### src/rtl/axi_lite_regfile_slave_pkg.sv
// axi_lite_pkg: shared AXI4-Lite definitions for the register-file responder.
//   - resp_t and the RESP_* response codes carried on bresp/rresp
//   - lane_mask(): expands a 4-bit byte strobe / byte enable into a 32-bit mask
package axi_lite_pkg;

  typedef logic [1:0] resp_t;

  localparam resp_t RESP_OKAY   = 2'b00;
  localparam resp_t RESP_SLVERR = 2'b10;
  localparam resp_t RESP_DECERR = 2'b11;

  // Each enable bit i covers byte lane [8*i+7:8*i].
  function automatic logic [31:0] lane_mask(input logic [3:0] en);
    logic [31:0] m;
    m = '0;
    for (int i = 0; i < 4; i++) begin
      m[8*i +: 8] = {8{en[i]}};
    end
    return m;
  endfunction

endpackage

### src/rtl/axi_lite_regfile_slave_if.sv
// axi_lite_regfile_slave_if: AXI4-Lite bus bundle (AW, W, B, AR, R channels).
//   The AR channel carries a 4-bit aruser holding per-lane read byte enables.
//   modport slave  : the register-file responder side
//   modport master : the requester side (bridge target port or a testbench)
interface axi_lite_regfile_slave_if #(
  parameter int ADDR_WIDTH = 32
);
  logic                  s_axi_awvalid;
  logic                  s_axi_awready;
  logic [ADDR_WIDTH-1:0] s_axi_awaddr;
  logic                  s_axi_wvalid;
  logic                  s_axi_wready;
  logic [31:0]           s_axi_wdata;
  logic [3:0]            s_axi_wstrb;
  logic                  s_axi_bvalid;
  logic                  s_axi_bready;
  logic [1:0]            s_axi_bresp;
  logic                  s_axi_arvalid;
  logic                  s_axi_arready;
  logic [ADDR_WIDTH-1:0] s_axi_araddr;
  logic [3:0]            s_axi_aruser;
  logic                  s_axi_rvalid;
  logic                  s_axi_rready;
  logic [31:0]           s_axi_rdata;
  logic [1:0]            s_axi_rresp;

  modport slave (
    input  s_axi_awvalid, s_axi_awaddr,
    output s_axi_awready,
    input  s_axi_wvalid, s_axi_wdata, s_axi_wstrb,
    output s_axi_wready,
    output s_axi_bvalid, s_axi_bresp,
    input  s_axi_bready,
    input  s_axi_arvalid, s_axi_araddr, s_axi_aruser,
    output s_axi_arready,
    output s_axi_rvalid, s_axi_rdata, s_axi_rresp,
    input  s_axi_rready
  );

  modport master (
    output s_axi_awvalid, s_axi_awaddr,
    input  s_axi_awready,
    output s_axi_wvalid, s_axi_wdata, s_axi_wstrb,
    input  s_axi_wready,
    input  s_axi_bvalid, s_axi_bresp,
    output s_axi_bready,
    output s_axi_arvalid, s_axi_araddr, s_axi_aruser,
    input  s_axi_arready,
    input  s_axi_rvalid, s_axi_rdata, s_axi_rresp,
    output s_axi_rready
  );
endinterface

### src/rtl/axi_lite_regfile_mem.sv
// axi_lite_regfile_mem: NUM_WORDS x 32-bit register array.
//   clk, rst      : clock, asynchronous active-high reset (clears every word)
//   we/waddr      : write enable and word index
//   wstrb/wdata   : per-byte write strobes and write data
//   raddr/rdata   : combinational read port (returns the pre-write value on
//                   the edge a write to the same word lands)
module axi_lite_regfile_mem #(
  parameter int NUM_WORDS = 64,
  parameter int IDX_W     = $clog2(NUM_WORDS)
) (
  input  logic             clk,
  input  logic             rst,
  input  logic             we,
  input  logic [IDX_W-1:0] waddr,
  input  logic [3:0]       wstrb,
  input  logic [31:0]      wdata,
  input  logic [IDX_W-1:0] raddr,
  output logic [31:0]      rdata
);

  logic [31:0] mem [NUM_WORDS];

  always_ff @(posedge clk or posedge rst) begin
    if (rst) begin
      for (int i = 0; i < NUM_WORDS; i++) begin
        mem[i] <= '0;
      end
    end else if (we) begin
      for (int b = 0; b < 4; b++) begin
        if (wstrb[b]) begin
          mem[waddr][8*b +: 8] <= wdata[8*b +: 8];
        end
      end
    end
  end

  assign rdata = mem[raddr];

endmodule

### src/rtl/axi_lite_regfile_slave.sv
// axi_lite_regfile_slave: AXI4-Lite responder backed by NUM_WORDS 32-bit
// registers, decoded in a window starting at BASE_ADDR. Accesses outside the
// window answer DECERR and leave the registers untouched.
//   s_axi_aclk : clock
//   rst        : asynchronous active-high reset
//   bus        : axi_lite_regfile_slave_if.slave (AW/W/B/AR/R, aruser = read
//                byte enables, disabled lanes read as 8'h00)
// Build option: define AXIL_REGFILE_ID_EN to make word 0 a read-only ID
// register returning ID_VALUE; writes to it are dropped but answer OKAY.
module axi_lite_regfile_slave
  import axi_lite_pkg::*;
#(
  parameter int                    ADDR_WIDTH = 32,
  parameter int                    NUM_WORDS  = 64,
  parameter logic [ADDR_WIDTH-1:0] BASE_ADDR  = 32'h8002_0000,
  parameter logic [31:0]           ID_VALUE   = 32'h6120_0001
) (
  input logic                     s_axi_aclk,
  input logic                     rst,
  axi_lite_regfile_slave_if.slave bus
);

  localparam int IDX_W = $clog2(NUM_WORDS);
  localparam logic [ADDR_WIDTH-3:0] WORDS_LIM = (ADDR_WIDTH-2)'(NUM_WORDS);

`ifdef AXIL_REGFILE_ID_EN
  localparam bit ID_EN = 1'b1;
`else
  localparam bit ID_EN = 1'b0;
`endif

  typedef struct packed {
    logic             hit;
    logic [IDX_W-1:0] idx;
  } dec_t;

  // Word offset from the window base; the full-width compare rejects
  // addresses below BASE_ADDR, whose subtraction would otherwise wrap.
  function automatic dec_t decode(input logic [ADDR_WIDTH-1:0] a);
    dec_t                  d;
    logic [ADDR_WIDTH-3:0] woff;
    woff  = a[ADDR_WIDTH-1:2] - BASE_ADDR[ADDR_WIDTH-1:2];
    d.hit = (a >= BASE_ADDR) && (woff < WORDS_LIM);
    d.idx = woff[IDX_W-1:0];
    return d;
  endfunction

  logic                  aw_held, w_held;
  logic [ADDR_WIDTH-1:0] aw_addr_q;
  logic [31:0]           w_data_q;
  logic [3:0]            w_strb_q;
  logic                  bvalid_q;
  resp_t                 bresp_q;
  logic                  rvalid_q;
  resp_t                 rresp_q;
  logic [31:0]           rdata_q;

  logic        aw_fire, w_fire, ar_fire, arready;
  logic        wr_commit, wr_ro, mem_we;
  dec_t        wr_dec, rd_dec;
  logic [31:0] mem_rdata, rd_word;

  assign arready   = !rvalid_q || bus.s_axi_rready;
  assign aw_fire   = bus.s_axi_awvalid && !aw_held;
  assign w_fire    = bus.s_axi_wvalid && !w_held;
  assign ar_fire   = bus.s_axi_arvalid && arready;

  // A write retires once both halves are held and the B slot is free.
  assign wr_commit = aw_held && w_held && (!bvalid_q || bus.s_axi_bready);
  assign wr_dec    = decode(aw_addr_q);
  assign rd_dec    = decode(bus.s_axi_araddr);
  assign wr_ro     = ID_EN && (wr_dec.idx == '0);
  assign mem_we    = wr_commit && wr_dec.hit && !wr_ro;
  assign rd_word   = (ID_EN && (rd_dec.idx == '0)) ? ID_VALUE : mem_rdata;

  axi_lite_regfile_mem #(
    .NUM_WORDS (NUM_WORDS),
    .IDX_W     (IDX_W)
  ) u_mem (
    .clk   (s_axi_aclk),
    .rst   (rst),
    .we    (mem_we),
    .waddr (wr_dec.idx),
    .wstrb (w_strb_q),
    .wdata (w_data_q),
    .raddr (rd_dec.idx),
    .rdata (mem_rdata)
  );

  // Handshake control and response registers
  always_ff @(posedge s_axi_aclk or posedge rst) begin
    if (rst) begin
      aw_held  <= 1'b0;
      w_held   <= 1'b0;
      bvalid_q <= 1'b0;
      bresp_q  <= RESP_OKAY;
      rvalid_q <= 1'b0;
      rresp_q  <= RESP_OKAY;
      rdata_q  <= '0;
    end else begin
      if (wr_commit) begin
        aw_held  <= 1'b0;
        w_held   <= 1'b0;
        bvalid_q <= 1'b1;
        bresp_q  <= wr_dec.hit ? RESP_OKAY : RESP_DECERR;
      end else begin
        if (aw_fire) aw_held <= 1'b1;
        if (w_fire)  w_held  <= 1'b1;
        if (bvalid_q && bus.s_axi_bready) bvalid_q <= 1'b0;
      end

      if (ar_fire) begin
        rvalid_q <= 1'b1;
        rresp_q  <= rd_dec.hit ? RESP_OKAY : RESP_DECERR;
        rdata_q  <= rd_dec.hit ? (rd_word & lane_mask(bus.s_axi_aruser)) : '0;
      end else if (bus.s_axi_rready) begin
        rvalid_q <= 1'b0;
      end
    end
  end

  // Captured AW/W payload; only meaningful while the matching held flag is set
  always_ff @(posedge s_axi_aclk) begin
    if (aw_fire) aw_addr_q <= bus.s_axi_awaddr;
    if (w_fire) begin
      w_data_q <= bus.s_axi_wdata;
      w_strb_q <= bus.s_axi_wstrb;
    end
  end

  assign bus.s_axi_awready = !aw_held;
  assign bus.s_axi_wready  = !w_held;
  assign bus.s_axi_bvalid  = bvalid_q;
  assign bus.s_axi_bresp   = bresp_q;
  assign bus.s_axi_arready = arready;
  assign bus.s_axi_rvalid  = rvalid_q;
  assign bus.s_axi_rresp   = rresp_q;
  assign bus.s_axi_rdata   = rdata_q;

endmodule
### src/flat_wrapper.sv
// flat-port wrapper written by rule: the top's interface ports become plain ports
module axi_lite_regfile_slave_flat import axi_lite_pkg::*;
#(
  parameter int                    ADDR_WIDTH = 32,
  parameter int                    NUM_WORDS  = 64,
  parameter logic [ADDR_WIDTH-1:0] BASE_ADDR  = 32'h8002_0000,
  parameter logic [31:0]           ID_VALUE   = 32'h6120_0001
)
  (s_axi_aclk, rst, bus_s_axi_awvalid, bus_s_axi_awaddr, bus_s_axi_awready, bus_s_axi_wvalid, bus_s_axi_wdata, bus_s_axi_wstrb, bus_s_axi_wready, bus_s_axi_bvalid, bus_s_axi_bresp, bus_s_axi_bready, bus_s_axi_arvalid, bus_s_axi_araddr, bus_s_axi_aruser, bus_s_axi_arready, bus_s_axi_rvalid, bus_s_axi_rdata, bus_s_axi_rresp, bus_s_axi_rready);
  axi_lite_regfile_slave_if #(.ADDR_WIDTH(ADDR_WIDTH)) bus_i ();
  input logic s_axi_aclk;
  input logic rst;
  input wire logic [$bits(bus_i.s_axi_awvalid)-1:0] bus_s_axi_awvalid;
  input wire logic [$bits(bus_i.s_axi_awaddr)-1:0] bus_s_axi_awaddr;
  output wire logic [$bits(bus_i.s_axi_awready)-1:0] bus_s_axi_awready;
  input wire logic [$bits(bus_i.s_axi_wvalid)-1:0] bus_s_axi_wvalid;
  input wire logic [$bits(bus_i.s_axi_wdata)-1:0] bus_s_axi_wdata;
  input wire logic [$bits(bus_i.s_axi_wstrb)-1:0] bus_s_axi_wstrb;
  output wire logic [$bits(bus_i.s_axi_wready)-1:0] bus_s_axi_wready;
  output wire logic [$bits(bus_i.s_axi_bvalid)-1:0] bus_s_axi_bvalid;
  output wire logic [$bits(bus_i.s_axi_bresp)-1:0] bus_s_axi_bresp;
  input wire logic [$bits(bus_i.s_axi_bready)-1:0] bus_s_axi_bready;
  input wire logic [$bits(bus_i.s_axi_arvalid)-1:0] bus_s_axi_arvalid;
  input wire logic [$bits(bus_i.s_axi_araddr)-1:0] bus_s_axi_araddr;
  input wire logic [$bits(bus_i.s_axi_aruser)-1:0] bus_s_axi_aruser;
  output wire logic [$bits(bus_i.s_axi_arready)-1:0] bus_s_axi_arready;
  output wire logic [$bits(bus_i.s_axi_rvalid)-1:0] bus_s_axi_rvalid;
  output wire logic [$bits(bus_i.s_axi_rdata)-1:0] bus_s_axi_rdata;
  output wire logic [$bits(bus_i.s_axi_rresp)-1:0] bus_s_axi_rresp;
  input wire logic [$bits(bus_i.s_axi_rready)-1:0] bus_s_axi_rready;
  assign bus_i.s_axi_awvalid = bus_s_axi_awvalid;
  assign bus_i.s_axi_awaddr = bus_s_axi_awaddr;
  assign bus_s_axi_awready = bus_i.s_axi_awready;
  assign bus_i.s_axi_wvalid = bus_s_axi_wvalid;
  assign bus_i.s_axi_wdata = bus_s_axi_wdata;
  assign bus_i.s_axi_wstrb = bus_s_axi_wstrb;
  assign bus_s_axi_wready = bus_i.s_axi_wready;
  assign bus_s_axi_bvalid = bus_i.s_axi_bvalid;
  assign bus_s_axi_bresp = bus_i.s_axi_bresp;
  assign bus_i.s_axi_bready = bus_s_axi_bready;
  assign bus_i.s_axi_arvalid = bus_s_axi_arvalid;
  assign bus_i.s_axi_araddr = bus_s_axi_araddr;
  assign bus_i.s_axi_aruser = bus_s_axi_aruser;
  assign bus_s_axi_arready = bus_i.s_axi_arready;
  assign bus_s_axi_rvalid = bus_i.s_axi_rvalid;
  assign bus_s_axi_rdata = bus_i.s_axi_rdata;
  assign bus_s_axi_rresp = bus_i.s_axi_rresp;
  assign bus_i.s_axi_rready = bus_s_axi_rready;
  axi_lite_regfile_slave #(.ADDR_WIDTH(ADDR_WIDTH), .NUM_WORDS(NUM_WORDS), .BASE_ADDR(BASE_ADDR), .ID_VALUE(ID_VALUE)) u_core (.s_axi_aclk(s_axi_aclk), .rst(rst), .bus(bus_i));
endmodule
### config.mk
export PLATFORM = sky130hd
export DESIGN_NAME = axi_lite_regfile_slave_flat
export DESIGN_NICKNAME = d
export VERILOG_FILES = /design/src/rtl/axi_lite_regfile_slave_pkg.sv /design/src/rtl/axi_lite_regfile_slave_if.sv /design/src/rtl/axi_lite_regfile_mem.sv /design/src/rtl/axi_lite_regfile_slave.sv /design/src/flat_wrapper.sv
export SDC_FILE = /design/constraint.sdc
export NUM_CORES = 2
export LEC_CHECK = 0
export BUFFER_PORTS_ARGS = -buffer_cell sky130_fd_sc_hd__buf_4
export CORE_ASPECT_RATIO = 1.4
export CORE_MARGIN = 2
export CORE_UTILIZATION = 63
export CTS_CLUSTER_DIAMETER = 50
export DETAILED_ROUTE_END_ITERATION = 10
export PLACE_DENSITY = 0.8
export SLEW_MARGIN = 20
export SYNTH_ARGS = -nofsm -noshare
export SYNTH_HDL_FRONTEND = slang
export SYNTH_SLANG_ARGS = --single-unit
### constraint.sdc
create_clock -name s_axi_aclk -period 75.8 [get_ports s_axi_aclk]
set_clock_uncertainty 0.05 [all_clocks]
set_input_delay 3.79 -clock s_axi_aclk [delete_from_list [all_inputs] [get_ports s_axi_aclk]]
set_output_delay 3.79 -clock s_axi_aclk [all_outputs]
set_load 0.1 [all_outputs]
==> run_results.csv <==
group,metric,value,unit
outcome,run_status,"complete, no violations",
yosys,yosys_warnings,0,
sta,finalHoldViolations,0,
pwr,peakVddDrop,0.0000280,V
routing,drc,0,
global_route,grt_max_degree,203,
sta,finalCriticalPeriod,8.55,ns
placement,io_buffers,147,
critical_path,cp-start-kind,"input pin",
yosys,synth_commonest_cells,"mux2_2, dfrtp_1, clkbuf_1",
hold_path,hold_path.class,"reg -> reg",
critical_path,required,76.46,ns
yosys,synth.distinct_cells,46,
yosys,syn-mean-instance-area,15.0,sq um
sta,worstMarginPinSlew,1.26,ns
routing,avgViaCountPerCell,6.68,
clock_tree,path_clk_slew,0.06,ns
sta,setup_ws,67.25,ns
hold_path,holdPathStages,1,
critical_path,r2r_cells,11,
clock_tree,cts_setup_buffers,0,
placement,dp_cells,8616,
yosys,async_reset_ff_share,96.9,%
sta,finalCritPeriodShare,11.3,%
global_route,grt_pass1_vias,62900,
global_route,grt_usage,31.9,%
global_route,grt_pass1_wl,394,mm
sta,max_freq,0.117,GHz
finish,layout-drive-gt1-share,52.5,%
pwr,total_power,0.00242,W
yosys,synthFlopType,"dfrtp_1",
clock_tree,clk_latency,0.86,ns
yosys,synth_top_area_share,51.4,%
clock_tree,cts-root-buf,"clkbuf_16",
global_route,grt-ovfl-total,0,
sta,rsz0062_at_grt,"no",
yosys,synth_nets,6880,
sta,slew_headroom,15.6,%
yosys,synth_top_area_cell,"dfrtp_1",
yosys,synth_cells,6767,
clock_tree,post_cts_resized,0,
yosys,synth_most_common_cell,"mux2_2",
placement,hpwlAfterDp,159,mm
run,max-cap-violations,0,
floorplanning,die_h,479,um
critical_path,critPathKind,"in -> reg",
pwr,p_per_area,21.8,nW/um^2
global_route,antenna_found_initial,2,
pwr,leakage,54.5,nW
critical_path,cp_max_fo,144,
floorplanning,design.portCount,152,
placement,dp_slack,65.35,ns
routing,vias,60000,
yosys,ys_seq_area_share,53.4,%
routing,ant_nets,0,
finish,nNetsFinal,6822,
clock_tree,hold_buffers,0,
finish,area_delta_synth_final,9.55,%
routing,wl_per_cell,28.7,um
sta,finalSetupViolations,0,
finish,instances_no_fill,8982,
critical_path,end_kind,"flip-flop",
sta,finalSetupTns,0,ns
floorplanning,rows,174,
yosys,netlist_area,101000,sq um
floorplanning,core,160000,sq um
clock_tree,cts_buffers,201,
clock_tree,htreeDepth,4,
routing,first_iter_violations,4908,
yosys,synth.ff_latch_count,2152,
floorplanning,initial_core_util,63.3,%
routing,drt-total-wl,258,mm
yosys,synth_area_leaders,"dfrtp_1, mux2_2, mux4_2",
clock_tree,clock-sinks,2152,
placement,globalplace.congestion,0.877,
floorplanning,fp.dieW,343,um
sta,slew_violations,0,
clock_tree,cts_tree,"yes",
clock_tree,clockBufferDepth,3,
yosys,synth_edf_count,66,
routing,dr.pass1.iters,7,
floorplanning,dieArea,164000,sq um
critical_path,crit_arrival,9.21,ns
-- per-stage QoR --
step           instance area, sq um  hold WS [ns]  utilization, %
2_1_floorplan                101000         0.421               -
3_3_place_gp                 104000         0.429            65.0
3_5_place_dp                 104000         0.435            65.1
4_1_cts                      111000         0.448            69.3
5_1_grt                      111000         0.456            69.4
6_report                     111000         0.446            69.4
-- final cells by class --
cell class	instances	area, sq um
Antenna cell	2	5.00
Clock buffer	302	6090
Clock inverter	60	741
Fill cell	10500	49000
Inverter	7	33.8
Multi-Input combinational cell	4057	45100
Sequential cell	2152	54200
Tap cell	2112	2640
Timing Repair Buffer	290	2380
-- routing by layer --
metal  part of all wire, %  GRT usage (%)
met4                   5.0           14.6
met2                    49           51.2
met5                     0              0
met3                   6.6           6.51
met1                    40           42.0
-- sequential cells by signal, indices dropped and copies added, names as in the netlist --
signal                   count
u_core.u_mem.mem          2048
u_core.bus.s_axi_rvalid      1
u_core.aw_addr_q            30
u_core.bus.s_axi_bresp       1
u_core.bus.s_axi_rdata      32
u_core.w_held                1
u_core.bus.s_axi_rresp       1
u_core.bus.s_axi_bvalid      1
u_core.aw_held               1
u_core.w_strb_q              4
u_core.w_data_q             32
-- cell usage in the layout, fill, tap and decap left out, drive strengths merged, types with 5 or more instances in the layout --
| master | instances |
|---|---|
| a22oi | 128 |
| inv | 14 |
| o31ai | 65 |
| edfxtp | 66 |
| nor4 | 8 |
| nand3 | 8 |
| a211oi | 130 |
| o22ai | 128 |
| nor2b | 132 |
| o21ai | 165 |
| a21oi | 5 |
| nand4 | 258 |
| nand2b | 9 |
| nand2 | 77 |
| clkbuf | 302 |
| mux2 | 2432 |
| clkinv | 34 |
| nand3b | 6 |
| nor3 | 105 |
| nor2 | 83 |
| o211ai | 33 |
| clkinvlp | 5 |
| buf | 290 |
| dfrtp | 2086 |
| mux4 | 256 |
| bufinv | 14 |
-- worst max-delay path, stage by stage --
cell,delay (ns)
buf_8,0.46
buf_4,0.86
buf_12,0.63
buf_4,0.93
buf_4,0.84
mux4_2,0.42
a22oi_1,0.44
o31ai_1,0.18
o21ai_0,0.21
o211ai_1,0.11
-- cells by family (layout without fill, tap and decap cells) --
family	after synthesis	after routing	synth area share (%)
other cells	0	2	0
compound gates	663	663	4.34
flops	2152	2152	53.4
fa+ha+maj	2	2	0.0247
simple gates	703	703	7.17
mux	2689	2689	32.7
buf+inv	558	659	2.41
-- path summary, 6_finish.rpt --
path                                                               end  slack, ns                          startpoint
min in group asynchronous             u_core.u_mem.mem[55]$_DFFE_PP0P_       3.03                                 rst
max in group asynchronous           u_core.u_mem.mem[1211]$_DFFE_PP0P_      67.56                                 rst
worst min-delay path                u_core.u_mem.mem[2038]$_DFFE_PP0P_       0.45  u_core.u_mem.mem[2038]$_DFFE_PP0P_
worst max-delay path            u_core.bus.s_axi_rdata[14]$_DFFE_PP0P_      67.25                 bus_s_axi_araddr[3]
worst max register to register       u_core.u_mem.mem[726]$_DFFE_PP0P_      70.10      u_core.aw_addr_q[17]$_DFFE_PP_
worst min register to register      u_core.u_mem.mem[2038]$_DFFE_PP0P_       0.45  u_core.u_mem.mem[2038]$_DFFE_PP0P_
-- where the power goes --
part,switching [W],internal [W]
sequential,0.00000419,0.00116
combinational,0.000175,0.0000368
clock,0.000444,0.000602
(Power assumes the default switching activity.)
